### config.mk
export PLATFORM = sky130hd
export DESIGN_NAME = fwd_hazard_unit_flat
export DESIGN_NICKNAME = d
export VERILOG_FILES = /design/src/rtl/fwd_hazard_if.sv /design/src/rtl/fwd_hazard_unit.sv /design/src/flat_wrapper.sv
export SDC_FILE = /design/constraint.sdc
export NUM_CORES = 1
export LEC_CHECK = 0
export CORE_MARGIN = 2
export CORE_UTILIZATION = 43
export DETAILED_ROUTE_END_ITERATION = 8
export PLACE_DENSITY = 0.84
export SETUP_SLACK_MARGIN = 0.02
export SLEW_MARGIN = 10
export SYNTH_ARGS = -nofsm -noshare
export SYNTH_HDL_FRONTEND = slang
export SYNTH_SLANG_ARGS = --single-unit
export TNS_END_PERCENT = 100
### constraint.sdc
create_clock -name clk -period 2.3 [get_ports clk]
set_clock_uncertainty 0.2 [all_clocks]
set_input_delay 0.69 -clock clk [delete_from_list [all_inputs] [get_ports clk]]
set_output_delay 0.69 -clock clk [all_outputs]
set_load 0.05 [all_outputs]
### src/rtl/fwd_hazard_if.sv
// ID-stage request and EXE-bypass response bundle for fwd_hazard_unit.
// The master drives the ID-stage fields; the slave (the hazard unit) returns stall and bypass selects.
interface fwd_hazard_if #(
    parameter int unsigned REG_AW = 4,
    parameter int unsigned N_SRC  = 3,
    parameter int unsigned DEPTH  = 2
);
    localparam int unsigned SW = $clog2(DEPTH + 1);

    logic                    freeze;
    logic                    flush;
    logic                    id_valid;
    logic [N_SRC*REG_AW-1:0] id_src;
    logic [N_SRC-1:0]        id_src_used;
    logic [REG_AW-1:0]       id_dest;
    logic                    id_wb_en;
    logic                    id_mem_read;
    logic                    hazard_stall;
    logic [N_SRC*SW-1:0]     exe_sel;

    modport master (
        output freeze, flush, id_valid, id_src, id_src_used, id_dest, id_wb_en, id_mem_read,
        input  hazard_stall, exe_sel
    );

    modport slave (
        input  freeze, flush, id_valid, id_src, id_src_used, id_dest, id_wb_en, id_mem_read,
        output hazard_stall, exe_sel
    );
endinterface

### src/rtl/fwd_hazard_unit.sv
// Forwarding / load-use hazard controller driven by an internal tag pipeline (T[0]=EXE ... T[DEPTH-1]).
// Optional feature macro: HAZARD_FWD_EN (bypass selects); when undefined, every RAW hazard stalls.
module fwd_hazard_unit #(
    parameter int unsigned REG_AW   = 4,
    parameter int unsigned N_SRC    = 3,
    parameter int unsigned DEPTH    = 2,
    parameter int unsigned LOAD_LAT = 1
) (
    input logic         clk,
    input logic         rst,
    fwd_hazard_if.slave bus
);
`ifdef HAZARD_FWD_EN
    localparam bit FWD_EN = 1'b1;
`else
    localparam bit FWD_EN = 1'b0;
`endif
    // Without bypassing, any in-flight producer blocks the consumer until it retires.
    localparam int unsigned STALL_DEPTH = FWD_EN ? LOAD_LAT : DEPTH;

    logic [DEPTH-1:0]             t_valid;
    logic [DEPTH-1:0]             t_wb_en;
    logic [DEPTH-1:0]             t_is_load;
    logic [DEPTH-1:0][REG_AW-1:0] t_dest;
    logic [N_SRC-1:0][DEPTH-1:0]  match;
    logic                         stall_any;
    logic                         insert;

    // RAW match of every ID operand against every in-flight tag
    always_comb begin
        match = '0;
        for (int unsigned i = 0; i < N_SRC; i++) begin
            for (int unsigned j = 0; j < DEPTH; j++) begin
                match[i][j] = bus.id_valid & bus.id_src_used[i] & t_valid[j] & t_wb_en[j]
                            & (bus.id_src[i*REG_AW +: REG_AW] == t_dest[j]);
            end
        end
    end

    always_comb begin
        stall_any = 1'b0;
        for (int unsigned i = 0; i < N_SRC; i++) begin
            for (int unsigned j = 0; j < DEPTH; j++) begin
                if (j < STALL_DEPTH) begin
                    stall_any = stall_any | (match[i][j] & (t_is_load[j] | !FWD_EN));
                end
            end
        end
    end

    assign bus.hazard_stall = ~bus.flush & stall_any;
    assign insert           = bus.id_valid & ~bus.hazard_stall & ~bus.flush;

    // Tag shift register; a stalled or flushed slot enters EXE as an invalid bubble
    always_ff @(posedge clk) begin
        if (rst) begin
            t_valid   <= '0;
            t_wb_en   <= '0;
            t_is_load <= '0;
            t_dest    <= '0;
        end else if (!bus.freeze) begin
            t_valid[0]   <= insert;
            t_wb_en[0]   <= bus.id_wb_en;
            t_is_load[0] <= bus.id_mem_read;
            t_dest[0]    <= bus.id_dest;
            for (int unsigned k = 1; k < DEPTH; k++) begin
                t_valid[k]   <= t_valid[k-1];
                t_wb_en[k]   <= t_wb_en[k-1];
                t_is_load[k] <= t_is_load[k-1];
                t_dest[k]    <= t_dest[k-1];
            end
        end
    end

`ifdef HAZARD_FWD_EN
    localparam int unsigned SW = $clog2(DEPTH + 1);

    logic [N_SRC-1:0][SW-1:0] sel_nxt;
    logic [N_SRC-1:0][SW-1:0] sel_q;

    // Scan oldest to youngest so the youngest matching producer is kept
    always_comb begin
        sel_nxt = '0;
        for (int unsigned i = 0; i < N_SRC; i++) begin
            for (int unsigned j = DEPTH; j > 0; j--) begin
                if (match[i][j-1]) begin
                    sel_nxt[i] = SW'(j);
                end
            end
        end
    end

    always_ff @(posedge clk) begin
        if (rst) begin
            sel_q <= '0;
        end else if (!bus.freeze) begin
            sel_q <= insert ? sel_nxt : '0;
        end
    end

    assign bus.exe_sel = sel_q;
`else
    assign bus.exe_sel = '0;
`endif
endmodule

### src/flat_wrapper.sv
// flat-port wrapper written by rule: the top's interface ports become plain ports
module fwd_hazard_unit_flat 
#(
    parameter int unsigned REG_AW   = 4,
    parameter int unsigned N_SRC    = 3,
    parameter int unsigned DEPTH    = 2,
    parameter int unsigned LOAD_LAT = 1
)
  (clk, rst, bus_freeze, bus_flush, bus_id_valid, bus_id_src, bus_id_src_used, bus_id_dest, bus_id_wb_en, bus_id_mem_read, bus_hazard_stall, bus_exe_sel);
  fwd_hazard_if #(.REG_AW(REG_AW), .N_SRC(N_SRC), .DEPTH(DEPTH)) bus_i ();
  input logic clk;
  input logic rst;
  input wire logic [$bits(bus_i.freeze)-1:0] bus_freeze;
  input wire logic [$bits(bus_i.flush)-1:0] bus_flush;
  input wire logic [$bits(bus_i.id_valid)-1:0] bus_id_valid;
  input wire logic [$bits(bus_i.id_src)-1:0] bus_id_src;
  input wire logic [$bits(bus_i.id_src_used)-1:0] bus_id_src_used;
  input wire logic [$bits(bus_i.id_dest)-1:0] bus_id_dest;
  input wire logic [$bits(bus_i.id_wb_en)-1:0] bus_id_wb_en;
  input wire logic [$bits(bus_i.id_mem_read)-1:0] bus_id_mem_read;
  output wire logic [$bits(bus_i.hazard_stall)-1:0] bus_hazard_stall;
  output wire logic [$bits(bus_i.exe_sel)-1:0] bus_exe_sel;
  assign bus_i.freeze = bus_freeze;
  assign bus_i.flush = bus_flush;
  assign bus_i.id_valid = bus_id_valid;
  assign bus_i.id_src = bus_id_src;
  assign bus_i.id_src_used = bus_id_src_used;
  assign bus_i.id_dest = bus_id_dest;
  assign bus_i.id_wb_en = bus_id_wb_en;
  assign bus_i.id_mem_read = bus_id_mem_read;
  assign bus_hazard_stall = bus_i.hazard_stall;
  assign bus_exe_sel = bus_i.exe_sel;
  fwd_hazard_unit #(.REG_AW(REG_AW), .N_SRC(N_SRC), .DEPTH(DEPTH), .LOAD_LAT(LOAD_LAT)) u_core (.clk(clk), .rst(rst), .bus(bus_i));
endmodule
* Word-level counts from Yosys, hierarchy flattened
Cells that the tools add are included.
Operators by class: equality and inequality tests 6, bitwise logic cells 31
Operators with widths (count):
- $and 1x1->1 | 24
- $eq 4x4->1 | 6
- $or 1x1->1 | 5
- $not 1->1 | 2
Word-level totals: output and inout bits 7, word-level logic and storage cells 41, bits in registers 12

* Longest topological paths before layout
Gate-level depths: netlist of run 1.
depth in word-level cells 13, mapped depth 6

* Worst setup path after synthesis of run 1
No wires, ideal clock.
kind in2out, from input port bus_id_src[9], to output port bus_hazard_stall, stages on the path 4, data arrival time 1972 ps, buffers on the path 0, required time 1410 ps, setup slack -562 ps, cells stage by stage xor2_1 > nor4_2 > a211oi_2 > a21oi_1
On the way: cells in the longest elaborated chain, start to end 5, elaborated cells between the ends (all ways) 7, those cells by class 2 x eq/ne; 5 x bitwise
RTL lines:
- start, declared | RTL line flat_wrapper.sv:16 | input wire logic [$bits(bus_i.id_src)-1:0] bus_id_src;
- $eq 4x4->1 | RTL line fwd_hazard_unit.sv:35 | & (bus.id_src[i*REG_AW +: REG_AW] == t_dest[j]);
- $and 1x1->1 | RTL line fwd_hazard_unit.sv:35
- $or 1x1->1 | RTL line fwd_hazard_unit.sv:45 | stall_any = stall_any | (match[i][j] & (t_is_load[j] | !FWD_EN));
- $or 1x1->1 * | RTL line fwd_hazard_unit.sv:45
- $and 1x1->1 * | RTL line fwd_hazard_unit.sv:51 | assign bus.hazard_stall = ~bus.flush & stall_any;
- end, declared | RTL line flat_wrapper.sv:21 | output wire logic [$bits(bus_i.hazard_stall)-1:0] bus_hazard_stall;
Mark *: on every way between the ends. The rest lies on a longest branch, timed or not.

* Worst setup path after layout of run 1
from input port bus_id_src[5], to output port bus_hazard_stall
On the way: cells in the longest elaborated chain, start to end 7, elaborated cells between the ends (all ways) 9, those cells by class 2 x eq/ne; 7 x bitwise
RTL lines (RTL line):
- $eq 4x4->1 | fwd_hazard_unit.sv:35
- $and 1x1->1 | fwd_hazard_unit.sv:35
- $or 1x1->1 | fwd_hazard_unit.sv:45
- $or 1x1->1 * (3 in series) | fwd_hazard_unit.sv:45
- $and 1x1->1 * | fwd_hazard_unit.sv:51
Marks and branches as above.

==> summary.txt, run 1 <==
Logic synthesis
  – Unique masters post-synth: 22
  – Sequential area share after synthesis: 0.282
  – Most frequent cell after synthesis: xnor2_1
  – Top cells by area, synth: dfxtp_1 28%, xnor2_1 15%, mux2i_1 13%
  – Number of synthesized register bits: 12
  – Yosys synthesis warning count: 0
  – Post-synth ARST share: 0
  – Post-Syn Area: 853 um^2
  – Most frequent cells after synthesis: 15 x xnor2_1, 14 x nor2_1, 12 x dfxtp_1, 11 x mux2i_1, 9 x xor2_1
  – Syn Inst Count: 96
  – Area leader, netlist: dfxtp_1
  – Dominant synthesized flop cell: dfxtp_1
  – Top-area cell type share of the netlist area: 0.282
  – Mean Syn Cell Area: 8.89 um^2
  – Post-synth EDFFs: 0

Finish
  – Fillers: 151
  – Finished Cell Area: 1290 um^2
  – Final net count: 159
  – Share of post-route cells with drive strength above 1: 0.409
  – Synthesis-to-layout area growth: 51.6%
  – Ant diodes: 0

STA
  – Final Hold Vio Count: 0
  – Crit path time final: 2660 ps
  – PnR worst setup slack: -358 ps
  – Post-route clock period utilization: 1.16
  – Setup Viol. Count Final: 2
  – Peak Freq: 0.376 GHz
  – Slew Limit Fails: 0
  – RSZ-0062 raised after global routing: true

Setup path
  – Worst setup EP type: output port
  – Critical path origin: bus_id_src[5]
  – WS Path Type: primary input to output port
  – CP max FO: 2
  – CP startpoint kind: primary input
  – Critical R2R Capture: u_core.t_valid[0]
  – RR Startpoint: u_core.t_dest[5]
  – R2R depth: 13
  – Worst R2R Setup Slack: -150 ps
  – Crit path to: bus_hazard_stall
  – CP arrival: 1770 ps
  – Critical Path RT: 1410 ps

Routing
  – Final ANT Viol Nets: 0
  – Via density: 4.85
  – Average wire per standard cell: 14.3 um
  – Drt drc: 0
  – Iter 0 DRT Violations: 9
  – DR vias: 771
  – DR pass1 iterations: 4
  – Routed WL: 2270 um

Global route
  – Pin count of the biggest net entering global routing: 13
  – Global route overflow: 0
  – Total Routing Usage GR: 0.179
  – Vias in the first global route: 748
  – First-pass GRT wire length: 3270 um
  – Initial antenna violation count: 0

Run
  – MaxCap Viol Count: 0

Clock network
  – CTS root buf: clkbuf_4
  – CTS H-tree lvls: 1
  – Worst skew pair latency: 260 ps
  – CTS clk-pin slew, worst paths: 70 ps
  – CTS tree: done
  – Post-CTS Hold Buffers: 0
  – Clock Sinks: 12
  – Clock Path Buffers: 2
  – Cts bufs inserted: 3

Placement
  – PortBufs: 25
  – Placed instance area: 1130 um^2
  – Post-DP HPWL: 1460 um
  – Routability Congestion: 0.856

Hold path
  – HP Class: flip-flop to flip-flop
  – Hold path depth: 2

Power
  – Tot Pwr: 0.541 mW
  – Peak VDD IR: 389 uV
  – Pleak: 0.571 nW
  – P per Cell Area: 418 nW/um^2

Floorplanning
  – Initial core utilization: 0.444
  – Die Y: 48.5 um
  – # IOs: 33
  – Row count: 16
  – Total core area: 1920 um^2
  – Die area: 2360 um^2
  – Die width: 48.5 um

Outcome
  – Violated checks: setup timing
  – Outcome: finished with violations
[worst min-delay path by stage]
stage / start / to / slack (ps)
2_1_floorplan: u_core.t_valid[0] / u_core.t_valid[1] / 270
3_3_place_gp: u_core.t_valid[0] / u_core.t_valid[1] / 290
3_5_place_dp: u_core.t_valid[0] / u_core.t_valid[1] / 300
4_1_cts: u_core.t_valid[0] / u_core.t_valid[1] / 320
5_1_grt: u_core.t_valid[0] / u_core.t_valid[1] / 350
6_report: u_core.t_valid[0] / u_core.t_valid[1] / 310
[critical path: stages]
cell	delay (ps)
buf_6	100
xnor2_2	120
nand4_1	130
o22ai_2	100
a211oi_2	350
a21oi_4	100
buf_12	160
[layout make-up]
type | count | area, um^2 | area share
multi-input combinational | 77 | 649 | 0.502
timing repair buffer | 39 | 332 | 0.256
clock buffer | 4 | 36.3 | 0.0280
tap | 27 | 33.8 | 0.0261
sequential | 12 | 243 | 0.188
[routing by layer]
metal	GRT usage	vias to the layer above	routed length [um]
li1	-	381	-
met1	0.202	360	952
met2	0.333	24	1190
met3	0.0216	6	73
met4	0.0857	0	51
met5	0	-	0
[where the power goes]
| group | total (mW) | leakage [nW] | internal [mW] | switching [mW] |
|---|---|---|---|---|
| sequential | 0.235 | 0.0989 | 0.218 | 0.0178 |
| clock | 0.157 | 0.0210 | 0.0960 | 0.0612 |
| combinational | 0.149 | 0.451 | 0.0753 | 0.0732 |
| total | 0.541 | 0.571 | 0.389 | 0.152 |
[cell usage in the layout (no fill, tap or decap), types with 2 or more instances in the layout]
cell / n
xor2_1: 7
nor2_1: 13
clkdlybuf4s50_1: 8
nand4_1: 6
xnor2_1: 8
dfxtp_1: 10
conb_1: 6
buf_6: 4
buf_4: 15
clkbuf_4: 3
dfxtp_2: 2
nor3_2: 3
nand3_1: 2
nand3_2: 2
xor2_2: 2
buf_2: 7
mux2i_1: 11
xnor2_2: 7
[cells by family (layout without fill, tap and decap cells)]
kind of cell / after synthesis / after routing / share of synthesized area
other: 1 / 6 / 0.00439
flip-flops: 12 / 12 / 0.282
AND/OR/NAND/NOR: 32 / 32 / 0.202
AO/OA/AOI/OAI: 4 / 4 / 0.0367
XOR/XNOR: 24 / 24 / 0.246
buffers and inverters: 12 / 43 / 0.0997
multiplexers: 11 / 11 / 0.129
[registers in the layout, summed over array words and instances, names as in the netlist]
signal          flops
u_core.t_dest       8
u_core.t_wb_en      2
u_core.t_valid      2
[stage by stage]
stage	cells	setup TNS, ps	utilization	hold WS [ps]	setup slack, ps
global route	159	-676	0.673	354	-418
detailed placement	145	-675	0.587	301	-667
floorplan	101	-123	-	275	-123
CTS	157	-357	0.629	319	-340
global placement	145	-643	0.587	291	-643
finish	159	-580	0.673	311	-358
[repair_timing]
action	CTS	global route
endpoints found under the setup margin	1	2
setup buffers	8	2
pin swaps	23	17
gates resized for setup	60	24
endpoints found under the hold margin	0	0
Note: power is estimated with default switching activity, not from simulation.
==> inputs of run 2 (changes only) <==
Settings changed: SKIP_LAST_GASP set to 1.
==> summary.txt, run 2 (synthesis gave the netlist of run 1 again) <==
Outcome
  – Outcome: finished with violations
  – Violated checks: setup timing

Power
  – Tot Pwr: 0.541 mW
  – Switching share of power: 0.281
  – Pleak: 0.571 nW
  – P per Cell Area: 418 nW/um^2
  – Register share of total power: 0.435
  – Int Power: 0.389 mW
  – Peak VDD IR: 389 uV
  – Logic gate share of total power: 0.274
  – Psw: 0.152 mW
  – Clock Power Share: 0.291

STA
  – Peak Freq: 0.375 GHz
  – PnR worst setup slack: -365 ps
  – Final Hold Vio Count: 0
  – Post-route clock period utilization: 1.16
  – Worst hold-check slack: 311 ps
  – Crit path time final: 2670 ps
  – RSZ-0062 raised after global routing: true
  – Slew Limit Fails: 0
  – Setup Viol. Count Final: 2

Finish
  – Reg area: 243 um^2
  – Final net count: 159
  – Synthesis-to-layout area growth: 51.6%
  – Most common cell after layout, fill and taps aside: buf_4
  – Largest regs: u_core.t_dest: 8 flops, u_core.t_valid: 2 flops, u_core.t_wb_en: 2 flops
  – Fillers: 151
  – Biggest register: u_core.t_dest
  – Ant diodes: 0
  – Most frequent cells in the layout: 15 x buf_4, 13 x nor2_1, 11 x mux2i_1, 10 x dfxtp_1
  – Max reg flops: 8
  – Fin util: 0.673
  – Share of post-route cells with drive strength above 1: 0.409
  – Finished Cell Area: 1290 um^2
  – Multi-input logic area: 649 um^2

Global route
  – Pin count of the biggest net entering global routing: 13
  – Vias in the first global route: 748
  – Initial antenna violation count: 0
  – First-pass GRT wire length: 3270 um
  – Met3 usage: 0.0216
  – Met2 GRT Util: 0.333
  – Gr busiest metal: met2
  – Total Routing Usage GR: 0.179
  – M1 GR Usage: 0.202
  – Global route overflow: 0

Clock network
  – Clock Path Buffers: 2
  – Worst skew pair latency: 260 ps
  – Post-CTS Hold Buffers: 0
  – CTS clk-pin slew, worst paths: 70 ps
  – CTS H-tree lvls: 1
  – CTS tree: done
  – CTS root buf: clkbuf_4
  – Clock Sinks: 12
  – Cts bufs inserted: 3

Setup path
  – Worst setup EP type: output port
  – CP arrival: 1780 ps
  – Critical Path RT: 1410 ps
  – WS Path Type: primary input to output port
  – CP startpoint kind: primary input
  – CP max FO: 2

Floorplanning
  – Initial core utilization: 0.444
  – Row count: 16
  – Total core area: 1920 um^2
  – Die width: 48.5 um
  – Die Y: 48.5 um
  – Die area: 2360 um^2
  – # IOs: 33

Routing
  – Iter 0 DRT Violations: 8
  – Routed WL: 2260 um
  – Final ANT Viol Nets: 0
  – Average wire per standard cell: 14.2 um
  – Drt drc: 0
  – DR vias: 767
  – Via density: 4.82
  – DR pass1 iterations: 4

Placement
  – PortBufs: 25
  – Placed instance area: 1130 um^2
  – Post-DP HPWL: 1460 um
  – Routability Congestion: 0.856
  – Pre-CTS setup slack: -667 ps

Run
  – MaxCap Viol Count: 0

Hold path
  – HP Class: flip-flop to flip-flop
run 2: cell counts in the layout (fill, tap and decap cells not counted):
No cell type changed its count.
run 2: power by group through the flow:
stage / combinational [mW] / sequential [mW] / clock (mW)
after floorplan: 0.0972 / 0.227 / 0
after global placement: 0.135 / 0.236 / 0
after detailed placement: 0.138 / 0.237 / 0
after CTS: 0.132 / 0.233 / 0.164
after global routing: 0.160 / 0.236 / 0.175
final: 0.148 / 0.235 / 0.157
run 2: cell type report:
| class | instances | share of cell area |
|---|---|---|
| Clock buffer | 4 | 0.0280 |
| Sequential cell | 12 | 0.188 |
| Multi-Input combinational cell | 77 | 0.502 |
| Tap cell | 27 | 0.0261 |
| Timing Repair Buffer | 39 | 0.256 |
run 2: routing by layer:
layer	vias up	share of wire
met1	359	0.42
met3	6	0.031
li1	381	-
met2	21	0.53
met5	-	0
met4	0	0.023
run 2: through the flow:
stage               setup TNS, ps  cells
floorplan                    -123    101
global placement             -643    145
detailed placement           -675    145
CTS                          -359    157
global route                 -671    159
finish                       -583    159
run 2: worst paths after layout:
path	cells after the start	slack, ps	startpoint	endpoint
worst max-delay path	7	-370	bus_id_src[5]	bus_hazard_stall
worst min-delay path	2	310	u_core.t_valid[0]	u_core.t_valid[1]
worst max register to register	13	-140	u_core.t_dest[5]	u_core.t_valid[0]
worst min register to register	2	310	u_core.t_valid[0]	u_core.t_valid[1]
run 2: repair_timing:
item | 4_1_cts | 5_1_grt
endpoints found under the setup margin | 1 | 2
gates cloned | 0 | 0
pin swaps | 22 | 17
resized for setup | 60 | 24
buffers inserted | 8 | 2
hold endpoints to repair | 0 | 0
run 2: critical path: stages:
cell and delay [ps]:
buf_6 100, xnor2_2 120, nand4_1 130, o22ai_2 100, a211oi_2 360, a21oi_4 100
buf_12 160
